`src/rtl/fifo_param.sv`:
```
// Synchronous single-clock FIFO with first-word-fall-through read data,
// programmable almost-empty/almost-full levels, flush, and sticky
// overflow/underflow flags. All status outputs decode registered state only.
module fifo_param #(
  parameter int DATA_W    = 8,
  parameter int ADDR_W    = 4,
  parameter int AF_THRESH = 14,
  parameter int AE_THRESH = 2
) (
  input  logic              CLK,
  input  logic              RESET,
  input  logic              wr,
  input  logic              rd,
  input  logic [DATA_W-1:0] w_data,
  input  logic              flush,
  input  logic              err_clr,
  output logic [DATA_W-1:0] r_data,
  output logic              empty,
  output logic              full,
  output logic              almost_empty,
  output logic              almost_full,
  output logic [ADDR_W:0]   count,
  output logic              overflow,
  output logic              underflow
);

  localparam int DEPTH = 1 << ADDR_W;

  // Levels pre-sized to the count width so every compare is width-matched.
  localparam logic [ADDR_W:0]   DEPTH_LVL = (ADDR_W+1)'(DEPTH);
  localparam logic [ADDR_W:0]   AF_LVL    = (ADDR_W+1)'(AF_THRESH);
  localparam logic [ADDR_W:0]   AE_LVL    = (ADDR_W+1)'(AE_THRESH);
  localparam logic [ADDR_W:0]   CNT_ONE   = (ADDR_W+1)'(1);
  localparam logic [ADDR_W-1:0] PTR_ONE   = ADDR_W'(1);

  // Storage array; intentionally not reset so it can map onto plain RAM/regs.
  logic [DATA_W-1:0] mem_q [DEPTH];

  logic [ADDR_W-1:0] wr_ptr_q, wr_ptr_d;
  logic [ADDR_W-1:0] rd_ptr_q, rd_ptr_d;
  logic [ADDR_W:0]   count_q, count_d;
  logic              overflow_q, overflow_d;
  logic              underflow_q, underflow_d;

  logic wr_accept;
  logic rd_accept;
  logic overflow_evt;
  logic underflow_evt;

  // Status decodes come straight from the registered count.
  assign empty        = (count_q == '0);
  assign full         = (count_q == DEPTH_LVL);
  assign almost_empty = (count_q <= AE_LVL);
  assign almost_full  = (count_q >= AF_LVL);
  assign count        = count_q;
  assign overflow     = overflow_q;
  assign underflow    = underflow_q;

  // Head entry is always visible (first-word-fall-through).
  assign r_data = mem_q[rd_ptr_q];

  // A write into a full FIFO is still accepted when a read frees a slot in the
  // same cycle; flush suppresses every request for the cycle it is active.
  assign wr_accept     = wr && !flush && (!full || rd);
  assign rd_accept     = rd && !flush && !empty;
  assign overflow_evt  = wr && !flush && full && !rd;
  assign underflow_evt = rd && !flush && empty;

  // Next-state for pointers, occupancy and sticky error flags.
  always_comb begin
    wr_ptr_d    = wr_ptr_q;
    rd_ptr_d    = rd_ptr_q;
    count_d     = count_q;
    overflow_d  = overflow_q;
    underflow_d = underflow_q;

    if (flush) begin
      wr_ptr_d = '0;
      rd_ptr_d = '0;
      count_d  = '0;
    end else begin
      if (wr_accept) begin
        wr_ptr_d = wr_ptr_q + PTR_ONE;
      end
      if (rd_accept) begin
        rd_ptr_d = rd_ptr_q + PTR_ONE;
      end
      case ({wr_accept, rd_accept})
        2'b10:   count_d = count_q + CNT_ONE;
        2'b01:   count_d = count_q - CNT_ONE;
        default: count_d = count_q;
      endcase
    end

    // Clear first, then let a same-cycle error re-set the flag.
    if (err_clr) begin
      overflow_d  = 1'b0;
      underflow_d = 1'b0;
    end
    if (overflow_evt) begin
      overflow_d = 1'b1;
    end
    if (underflow_evt) begin
      underflow_d = 1'b1;
    end
  end

  // Control state registers with asynchronous reset.
  always_ff @(posedge CLK or posedge RESET) begin
    if (RESET) begin
      wr_ptr_q    <= '0;
      rd_ptr_q    <= '0;
      count_q     <= '0;
      overflow_q  <= 1'b0;
      underflow_q <= 1'b0;
    end else begin
      wr_ptr_q    <= wr_ptr_d;
      rd_ptr_q    <= rd_ptr_d;
      count_q     <= count_d;
      overflow_q  <= overflow_d;
      underflow_q <= underflow_d;
    end
  end

  // Store accepted write data at the write pointer.
  always_ff @(posedge CLK) begin
    if (wr_accept) begin
      mem_q[wr_ptr_q] <= w_data;
    end
  end

endmodule

```
`config.mk`:
```
export PLATFORM = sky130hd
export DESIGN_NAME = fifo_param
export DESIGN_NICKNAME = d
export VERILOG_FILES = /design/src/rtl/fifo_param.sv
export SDC_FILE = /design/constraint.sdc
export NUM_CORES = 1
export LEC_CHECK = 0
export BUFFER_PORTS_ARGS = -buffer_cell sky130_fd_sc_hd__buf_2
export CAP_MARGIN = 40
export CORE_ASPECT_RATIO = 2
export CORE_MARGIN = 4
export CORE_UTILIZATION = 55
export DETAILED_ROUTE_END_ITERATION = 16
export PLACE_DENSITY_LB_ADDON = 0.08
export SLEW_MARGIN = 30
export SYNTH_ARGS = -nofsm -noshare
export SYNTH_HDL_FRONTEND = slang
export SYNTH_SLANG_ARGS = --single-unit
```
`constraint.sdc`:
```
create_clock -name CLK -period 2.3 [get_ports CLK]
set_input_delay 0.46 -clock CLK [delete_from_list [all_inputs] [get_ports CLK]]
set_output_delay 0.46 -clock CLK [all_outputs]
set_load 0.02 [all_outputs]
```
==> results of run 1 <==
-- worst max path at each step --
stage                           endpoint  depth (start not counted)                    start  slack, ns
floorplan           count[4]$_DFFE_PP0P_                         10                    flush      -0.03
global placement    count[4]$_DFFE_PP0P_                         10                       wr      -0.07
detailed placement  count[4]$_DFFE_PP0P_                         10                       wr      -0.09
CTS                            r_data[6]                          7  rd_ptr_q[0]$_DFFE_PP0P_      -0.41
global route                   r_data[7]                          7  rd_ptr_q[0]$_DFFE_PP0P_      -0.45
finish                         r_data[6]                          6  rd_ptr_q[0]$_DFFE_PP0P_      -0.36
-- cell families after synthesis --
logic type	after synthesis	synth area share
AOI/OAI and AO/OA	47	0.0528
xor gates and xnor gates	8	0.0116
adders and majority gates	7	0.0145
buffers and inverters	28	0.0224
DFF	143	0.698
muxes	40	0.132
and+or+nand+nor	71	0.0683
-- cell usage after synthesis, drive strengths merged (2+ instances only) --
cell type and count:
xnor2 2, a21o 3, nand2b 2, a211oi 11, ha 7, and3 5
o211ai 3, nand3 6, inv 11, o22ai 2, edfxtp 128, nor2 9
clkbuf 7, mux4 32, xor2 6, a21oi 15, nor4 2, nor2b 9
mux2i 8, dfrtp 15, nor3 5, o21ai 6, and2 13, buf 10
nand2 12
-- registers in the layout, indices dropped and copies added, names as in the netlist --
signal     flops
wr_ptr_q       4
rd_ptr_q       4
count          5
overflow       1
underflow      1
mem_q        128
-- timing repair --
item,CTS,global route
gates resized for setup,7,25
cloned,0,1
endpoints found under the setup margin,8,12
hold endpoints to repair,0,0
hold buffers,0,0
buffers inserted,2,5
pin swaps,0,9
-- power by group through the flow --
stage	Clock, W	Combinational, W	Sequential, W
2_1_floorplan	0	0.00112	0.00309
3_3_place_gp	0	0.00181	0.00307
3_5_place_dp	0	0.00181	0.00307
4_1_cts	0.00257	0.00188	0.00302
5_1_grt	0.00272	0.00221	0.00306
6_report	0.00254	0.00204	0.00305
-- layer usage --
layer	track usage	vias up	wire length [um]	share of wire
li1	-	1553	-	-
met1	0.249	1769	4630	0.34
met2	0.430	108	7990	0.59
met3	0.0524	27	514	0.038
met4	0.0887	0	323	0.024
met5	0	-	0	0
-- metrics by stage --
stage	area, um2	cells	TNS [ns]	utilization	total power [W]
2_1_floorplan	6050	344	-0.0263	-	0.00421
3_3_place_gp	6720	545	-0.0731	0.633	0.00488
3_5_place_dp	6720	545	-0.0873	0.633	0.00489
4_1_cts	7320	579	-3.01	0.690	0.00747
5_1_grt	7480	585	-3.41	0.705	0.00799
6_report	7480	585	-2.64	0.705	0.00762
-- cell type report --
type	count	share of cell area
well taps	137	0.0229
flip-flops and latches	143	0.564
inverters	11	0.00552
clock buffers	19	0.0592
clock inverters	13	0.0154
multi-input cells	173	0.238
repair buffers	89	0.0945
==> metrics.md, run 1 <==
| Metric | Value |
|---|---|
| Run status | `finished with violations` |
| Failing checks | `negative setup slack` |
| Pin count of the biggest net entering global routing | `20` |
| Ys async rst share | `0.105` |
| Most frequent cells in the layout | `128 x edfxtp_1, 55 x buf_4, 32 x mux4_2` |
| First-pass DRT Iterations | `4` |
| Critical Path AT | `2.20 ns` |
| Register share of total power | `0.400` |
| Crit path launch type | `register` |
| Gate power share | `0.267` |
| Setup crit end kind | `output port` |
| Min Tclk post-route | `2.66 ns` |
| Initial antenna violation count | `0` |
| RR Endpoint | `count[4]$_DFFE_PP0P_` |
| Routed Antenna Nets | `0` |
| Pre-CTS setup slack | `-0.0873 ns` |
| Core area | `10,600 um2` |
| Seq cells post-synth | `143` |
| Cell area after synthesis | `6040 um2` |
| TritonCTS clock tree | `built` |
| Worst Setup Path Type | `register to output port` |
| Ranking of synthesized cells by area | `edfxtp_1 64%, mux4_2 12%, dfrtp_1 6.2%, ha_1 1.4%, a211oi_1 1.4%` |
| I/O pins | `33` |
| Initial Util | `0.570` |
| Vias | `3,457` |
| Leakage | `2.69 nW` |
| Clk Latency, worst-skew pair | `0.41 ns` |
| Storage element area | `4220 um2` |
| CTS sink cnt | `143` |
| Share of cells above drive strength 1 | `0.388` |
| Buf/Inv on CP | `3` |
| Root buf cell | `clkbuf_16` |
| Total GRT Usage | `0.233` |
| Number of buffers added on ports | `32` |
| Seq/Total Area, Yosys | `0.698` |
| Die area | `12,800 um2` |
| CP max-delay cell | `mux4_2` |
| Area of the multi-input gates | `1780 um2` |
| Sw Share | `0.288` |
| Iteration-0 DRC Markers | `275` |
| First-pass GRT wire length | `20.7 mm` |
| Num CTS Buffers | `17` |
| Rows | `53` |
| Syn Inst Count | `344` |
| CP top delay family | `buffers and inverters` |
| Max_slew headroom | `0.554` |
| Commonest non-fill, non-tap cell in the layout | `edfxtp_1` |
| DRC errors left | `0` |
| WL per Instance | `23.0 um` |
| RSZ-0062 raised after global routing | `yes` |
| Worst Tran Pin Value | `0.670 ns` |
| Final WS setup | `-0.364 ns` |
| Pint | `0.00543 W` |
| Peak Freq | `375 MHz` |
| Power share of the clock group | `0.333` |
| HP Class | `input pin to asynchronous set/reset pin` |
| Leading area contributor after synthesis | `edfxtp_1` |
| Syn nets | `365` |
| Fillers | `712` |
| VDD IR-drop max | `0.737 mV` |
| Reg-to-Reg Start | `count[4]$_DFFE_PP0P_` |
| FF-to-FF setup slack | `0.21 ns` |
| # diodes | `0` |
| Die height | `156 um` |
| Crit-path cells | `clkbuf_16 -> buf_4 -> mux4_2 -> a211oi_2 -> a21oi_1 -> buf_4` |
| Distinct cell type count after synthesis | `49` |
| Number of flops mapped to enable cells by yosys | `128` |
| Final setup viols | `8` |
| H-tree depth | `4` |
| Via/cell ratio | `5.91` |
| Top_reg_cell synth | `edfxtp_1` |
| Worst-path clk slew | `0.06 ns` |
| Hold Vio Cnt, Final | `0` |
| Detailed Place HPWL | `9.35 mm` |
| Max Slew Vio Count | `0` |
| Number of global-route vias before repair | `3,739` |
| Layout Skew | `0.00760 ns` |
| R2R depth | `9` |
| # nets final | `456` |
| Synth-to-layout area growth | `23.8%` |
| Total gr overflow | `0` |
| Max cap viols | `0` |
| Post-synth top area share | `0.636` |
| Final period utilization | `1.16` |
| Synth Area per Inst | `17.6 um2` |
| Max FO, Critical Path | `6` |
| Min Hold Slack | `0.118 ns` |
| Gp weighted congestion | `0.879` |
| Net Switching | `0.00220 W` |
| Worst-case clock buffer depth | `2` |
| Total wire length | `13.5 mm` |
| Synthesis Warnings | `0` |
| Die extent in x | `82.1 um` |
| PD cells | `1020 nW/um2` |
| CP peak stage delay | `0.50 ns` |
| Critical Path RT | `1.84 ns` |
| CP most frequent cell | `buf_4` |
(Power assumes the default switching activity.)
==> run 2, diff against run 1 <==
--- a/config.mk
+++ b/config.mk
@@ -9,7 +9,7 @@
 export CAP_MARGIN = 40
 export CORE_ASPECT_RATIO = 2
 export CORE_MARGIN = 4
-export CORE_UTILIZATION = 55
+export CORE_UTILIZATION = 44
 export DETAILED_ROUTE_END_ITERATION = 16
 export PLACE_DENSITY_LB_ADDON = 0.08
 export SLEW_MARGIN = 30
==> metrics.md, run 2 (synthesis gave the netlist of run 1 again) <==
| Metric | Value |
|---|---|
| Run status | `finished with violations` |
| Failing checks | `negative setup slack` |
| VDD IR-drop max | `0.803 mV` |
| Setup crit end kind | `output port` |
| Gp weighted congestion | `0.863` |
| Reg-to-Reg Start | `count[4]$_DFFE_PP0P_` |
| Number of buffers added on ports | `32` |
| I/O pins | `33` |
| # nets final | `454` |
| Peak Freq | `383 MHz` |
| Largest Register | `mem_q` |
| Most frequent cells in the layout | `128 x edfxtp_1, 40 x buf_4, 32 x mux4_2` |
| Register share of total power | `0.393` |
| Root buf cell | `clkbuf_16` |
| Number of global-route vias before repair | `3,639` |
| FF-to-FF setup slack | `0.20 ns` |
| First-pass DRT Iterations | `4` |
| Worst Tran Pin Value | `0.651 ns` |
| Max_slew headroom | `0.565` |
| Min Tclk post-route | `2.61 ns` |
| # diodes | `0` |
| CP max-delay cell | `mux4_2` |
| R2R depth | `5` |
| Initial antenna violation count | `0` |
| Clk Latency, worst-skew pair | `0.41 ns` |
| Synth-to-layout area growth | `25.3%` |
| Sw Share | `0.284` |
| PD cells | `1020 nW/um2` |
| Rows | `60` |
| CP peak stage delay | `0.51 ns` |
| Share of cells above drive strength 1 | `0.370` |
| RR Endpoint | `mem_q[7][5]$_DFFE_PP_` |
| Num CTS Buffers | `17` |
| Total gr overflow | `0` |
| Worst-path clk slew | `0.06 ns` |
| Leakage | `2.70 nW` |
| Routed Antenna Nets | `0` |
| Post-Place Cells | `558` |
| Power share of the clock group | `0.350` |
| Worst-case clock buffer depth | `2` |
| Max Slew Vio Count | `0` |
| Pin count of the biggest net entering global routing | `20` |
| Vias | `3,347` |
| Max FFs per register | `128` |
| Hold_buf cts | `0` |
| WL per Instance | `21.9 um` |
| Total wire length | `13.2 mm` |
| Total GRT Usage | `0.178` |
| Net Switching | `0.00219 W` |
| Iteration-0 DRC Markers | `171` |
| Max cap viols | `0` |
| Pint | `0.00552 W` |
| Final period utilization | `1.13` |
| TritonCTS clock tree | `built` |
| Crit path launch type | `register` |
| Layout Skew | `0.00974 ns` |
| HP Class | `input pin to asynchronous set/reset pin` |
| Max FO, Critical Path | `11` |
| Final std cells w/o fill | `601` |
| First-pass GRT wire length | `20.8 mm` |
| Gate power share | `0.257` |
| Final WS setup | `-0.308 ns` |
| Hold Vio Cnt, Final | `0` |
| CP most frequent cell | `buf_12` |
| Min Hold Slack | `0.130 ns` |
| Initial Util | `0.450` |
| Core area | `13,400 um2` |
| H-tree depth | `4` |
| Critical Path RT | `1.84 ns` |
| Die height | `174 um` |
| Detailed Place HPWL | `9.13 mm` |
| Die extent in x | `90.9 um` |
| Via/cell ratio | `5.57` |
| Commonest non-fill, non-tap cell in the layout | `edfxtp_1` |
| Die area | `15,800 um2` |
| Final setup viols | `8` |
| RSZ-0062 raised after global routing | `yes` |
| CTS sink cnt | `143` |
| DRC errors left | `0` |
| Critical Path AT | `2.15 ns` |
| Worst Setup Path Type | `register to output port` |
| Crit-path cells | `buf_12 -> buf_12 -> mux4_2 -> a211oi_2 -> a21oi_1 -> buf_4` |
## run 2: worst max path at each step
stage                       startpoint              endpoint  slack, ns  depth (start not counted)
6_report       rd_ptr_q[0]$_DFFE_PP0P_             r_data[6]      -0.31                          6
5_1_grt        rd_ptr_q[0]$_DFFE_PP0P_             r_data[2]      -0.41                          6
4_1_cts        rd_ptr_q[0]$_DFFE_PP0P_             r_data[6]      -0.37                          6
3_5_place_dp                        wr  count[4]$_DFFE_PP0P_     -0.002                          8
3_3_place_gp                     flush  count[4]$_DFFE_PP0P_       0.02                          8
2_1_floorplan                    flush  count[4]$_DFFE_PP0P_      -0.03                         10
## run 2: routing by layer
metal / routed length, um / global-route usage
met1: 4830 / 0.186
met3: 351 / 0.0417
met4: 308 / 0.0655
met5: 0 / 0
met2: 7660 / 0.341
## run 2: critical path: cells and delay by family, from the launching register on
kind | cells | cell delay, ns
buffers and inverters | 3 | 0.48
AO/OA/AOI/OAI | 2 | 0.32
flip-flops | 1 | 0.42
multiplexers | 1 | 0.51
## run 2: stage by stage
step	cell area (um2)	TNS, ns	worst slack (ns)	total power [W]	utilization
6_report	7570	-2.11	-0.308	0.00771	0.564
5_1_grt	7570	-2.87	-0.407	0.00807	0.564
4_1_cts	7500	-2.84	-0.371	0.00772	0.558
3_5_place_dp	6790	-0.00219	-0.00219	0.00487	0.505
3_3_place_gp	6790	0	0.0172	0.00486	0.505
2_1_floorplan	6050	-0.0263	-0.0263	0.00421	-
## run 2: timing repair
action | 4_1_cts | 5_1_grt
setup buffers | 9 | 1
pin swaps | 1 | 5
endpoints found under the setup margin | 8 | 9
gates cloned | 0 | 0
resized for setup | 8 | 14
## run 2: power by group through the flow
stage          logic [W]  clock network (W)  registers [W]
4_1_cts          0.00195            0.00276        0.00302
3_5_place_dp     0.00179                  0        0.00307
6_report         0.00198            0.00270        0.00303
2_1_floorplan    0.00112                  0        0.00309
5_1_grt          0.00215            0.00289        0.00304
3_3_place_gp     0.00179                  0        0.00307
## run 2: cell type report
cell class,instances,area (um2)
Clock buffer,18,429
Clock inverter,14,158
Fill cell,1055,5860
Inverter,11,41.3
Multi-Input combinational cell,173,1740
Sequential cell,143,4220
Tap cell,155,194
Timing Repair Buffer,87,793
==> run 3, diff against run 2 <==
--- a/config.mk
+++ b/config.mk
@@ -11,7 +11,8 @@
 export CORE_MARGIN = 4
 export CORE_UTILIZATION = 44
 export DETAILED_ROUTE_END_ITERATION = 16
-export PLACE_DENSITY_LB_ADDON = 0.08
+export PLACE_DENSITY_LB_ADDON = 0.15
+export SKIP_CTS_REPAIR_TIMING = 1
 export SLEW_MARGIN = 30
 export SYNTH_ARGS = -nofsm -noshare
 export SYNTH_HDL_FRONTEND = slang
==> constraint.sdc (replaced) <==
create_clock -name CLK -period 2.3 [get_ports CLK]
set_input_delay 0.69 -clock CLK [delete_from_list [all_inputs] [get_ports CLK]]
set_output_delay 0.69 -clock CLK [all_outputs]
set_load 0.02 [all_outputs]
==> metrics.md, run 3 (synthesis gave the netlist of run 1 again) <==
| Metric | Value |
|---|---|
| Run status | `finished with violations` |
| Failing checks | `negative setup slack` |
| Vias | `3,435` |
| Leakage | `2.75 nW` |
| Hold Vio Cnt, Final | `0` |
| Final WS setup | `-0.563 ns` |
| Share of cells above drive strength 1 | `0.419` |
| Core area | `13,400 um2` |
| Max Slew Vio Count | `0` |
| Most frequent cells in the layout | `128 x edfxtp_1, 40 x buf_4, 32 x mux4_2` |
| Peak Freq | `349 MHz` |
| Clk Latency, worst-skew pair | `0.41 ns` |
| Final setup viols | `8` |
| PD cells | `1010 nW/um2` |
| Max FO, Critical Path | `10` |
| Initial antenna violation count | `0` |
| First-pass GRT wire length | `20.8 mm` |
| Fillers | `1,030` |
| Synth-to-layout area growth | `28.6%` |
| Max cap viols | `0` |
| Sw Share | `0.284` |
| Num CTS Buffers | `17` |
| Crit path launch type | `register` |
| Pre-CTS setup slack | `-0.322 ns` |
| Number of buffers added on ports | `32` |
| H-tree depth | `4` |
| Largest Register | `mem_q` |
| Critical Path RT | `1.61 ns` |
| # nets final | `462` |
| CTS sink cnt | `143` |
| Root buf cell | `clkbuf_16` |
| Number of global-route vias before repair | `3,673` |
| Total wire length | `13.5 mm` |
| Pin count of the biggest net entering global routing | `20` |
| Total GRT Usage | `0.181` |
| Cell area after layout | `7770 um2` |
| Worst Tran Pin Value | `0.690 ns` |
| Max_slew headroom | `0.540` |
| Net Switching | `0.00222 W` |
| Total gr overflow | `0` |
| TritonCTS clock tree | `built` |
| Die extent in x | `90.9 um` |
| I/O pins | `33` |
| VDD IR-drop max | `1.02 mV` |
| DRC errors left | `0` |
| Worst-case clock buffer depth | `2` |
| WL per Instance | `22.2 um` |
| Routed Antenna Nets | `0` |
| Min Tclk post-route | `2.86 ns` |
| Setup crit end kind | `output port` |
| Detailed Place HPWL | `9.45 mm` |
| Setup TNS Final | `-4.23 ns` |
| First-pass DRT Iterations | `4` |
| Rows | `60` |
| Die height | `174 um` |
| Layout Skew | `0.00709 ns` |
| # diodes | `0` |
| Dpl cell area | `7010 um2` |
| Gate power share | `0.273` |
| RSZ-0062 raised after global routing | `yes` |
| Gp weighted congestion | `0.845` |
| Worst-path clk slew | `0.06 ns` |
| Die area | `15,800 um2` |
| Worst Setup Path Type | `register to output port` |
| Power share of the clock group | `0.335` |
| Critical Path AT | `2.17 ns` |
| Final period utilization | `1.24` |
| Via/cell ratio | `5.64` |
| Pint | `0.00560 W` |
| Register share of total power | `0.392` |
| Iteration-0 DRC Markers | `170` |
| Max FFs per register | `128` |
| Commonest non-fill, non-tap cell in the layout | `edfxtp_1` |
| Tot Pwr | `0.00782 W` |
| Initial Util | `0.450` |
| HP Class | `input pin to asynchronous set/reset pin` |
run 3: cell types whose count changed in the layout (fill, tap and decap cells not counted), moves of 3 or more:
cell      delta
clkinv_2     +3
buf_12       +6
a211oi_2     +4
dfrtp_2      +3
buf_6        +5
a211oi_1     -4
a21oi_2      +8
a21oi_1      -8
dfrtp_1      -3
run 3: cell type report:
type | instances | area [um2] | area share
multi-input cells | 173 | 1810 | 0.233
flip-flops and latches | 143 | 4230 | 0.544
repair buffers | 95 | 935 | 0.120
clock inverters | 14 | 141 | 0.0182
clock buffers | 18 | 429 | 0.0552
well taps | 155 | 194 | 0.0249
inverters | 11 | 41.3 | 0.00531
run 3: stage by stage:
step | utilization | cells | hold WS [ns]
2_1_floorplan | - | 344 | 0.556
3_3_place_gp | 0.522 | 566 | 0.525
3_5_place_dp | 0.522 | 566 | 0.536
4_1_cts | 0.564 | 598 | 0.363
5_1_grt | 0.578 | 609 | 0.391
6_report | 0.578 | 609 | 0.358
run 3: path summary, 6_finish.rpt:
kind	start	end	slack, ns	cells after the start
min	RESET	wr_ptr_q[3]$_DFFE_PP0P_	0.36	2
min in group CLK	err_clr	overflow$_DFFE_PP0P_	0.49	2
max in group asynchronous	RESET	rd_ptr_q[0]$_DFFE_PP0P_	1.47	2
min reg2reg	underflow$_DFFE_PP0P_	underflow$_DFFE_PP0P_	0.54	2
max reg2reg	count[3]$_DFFE_PP0P_	mem_q[7][0]$_DFFE_PP_	0.17	9
max	rd_ptr_q[0]$_DFFE_PP0P_	r_data[2]	-0.56	6
run 3: critical path, cell delays in order, from the launching register on:
cell and delay, ns:
dfrtp_2 0.46, buf_12 0.17, mux4_2 0.52, a211oi_2 0.26
buf_4 0.15, a21oi_2 0.02, buf_2 0.18
run 3: power groups by stage:
stage / Combinational, W / Clock [W] / Sequential [W]
after detailed placement: 0.00183 / 0 / 0.00309
after global placement: 0.00181 / 0 / 0.00309
after CTS: 0.00184 / 0.00267 / 0.00304
after global routing: 0.00230 / 0.00281 / 0.00308
after floorplan: 0.00119 / 0 / 0.00309
final: 0.00214 / 0.00262 / 0.00307
run 3: layer usage:
metal  part of all wire  GRT usage
met3              0.028     0.0382
met4              0.029     0.0743
met1               0.35      0.182
met5                  0          0
met2               0.60      0.351
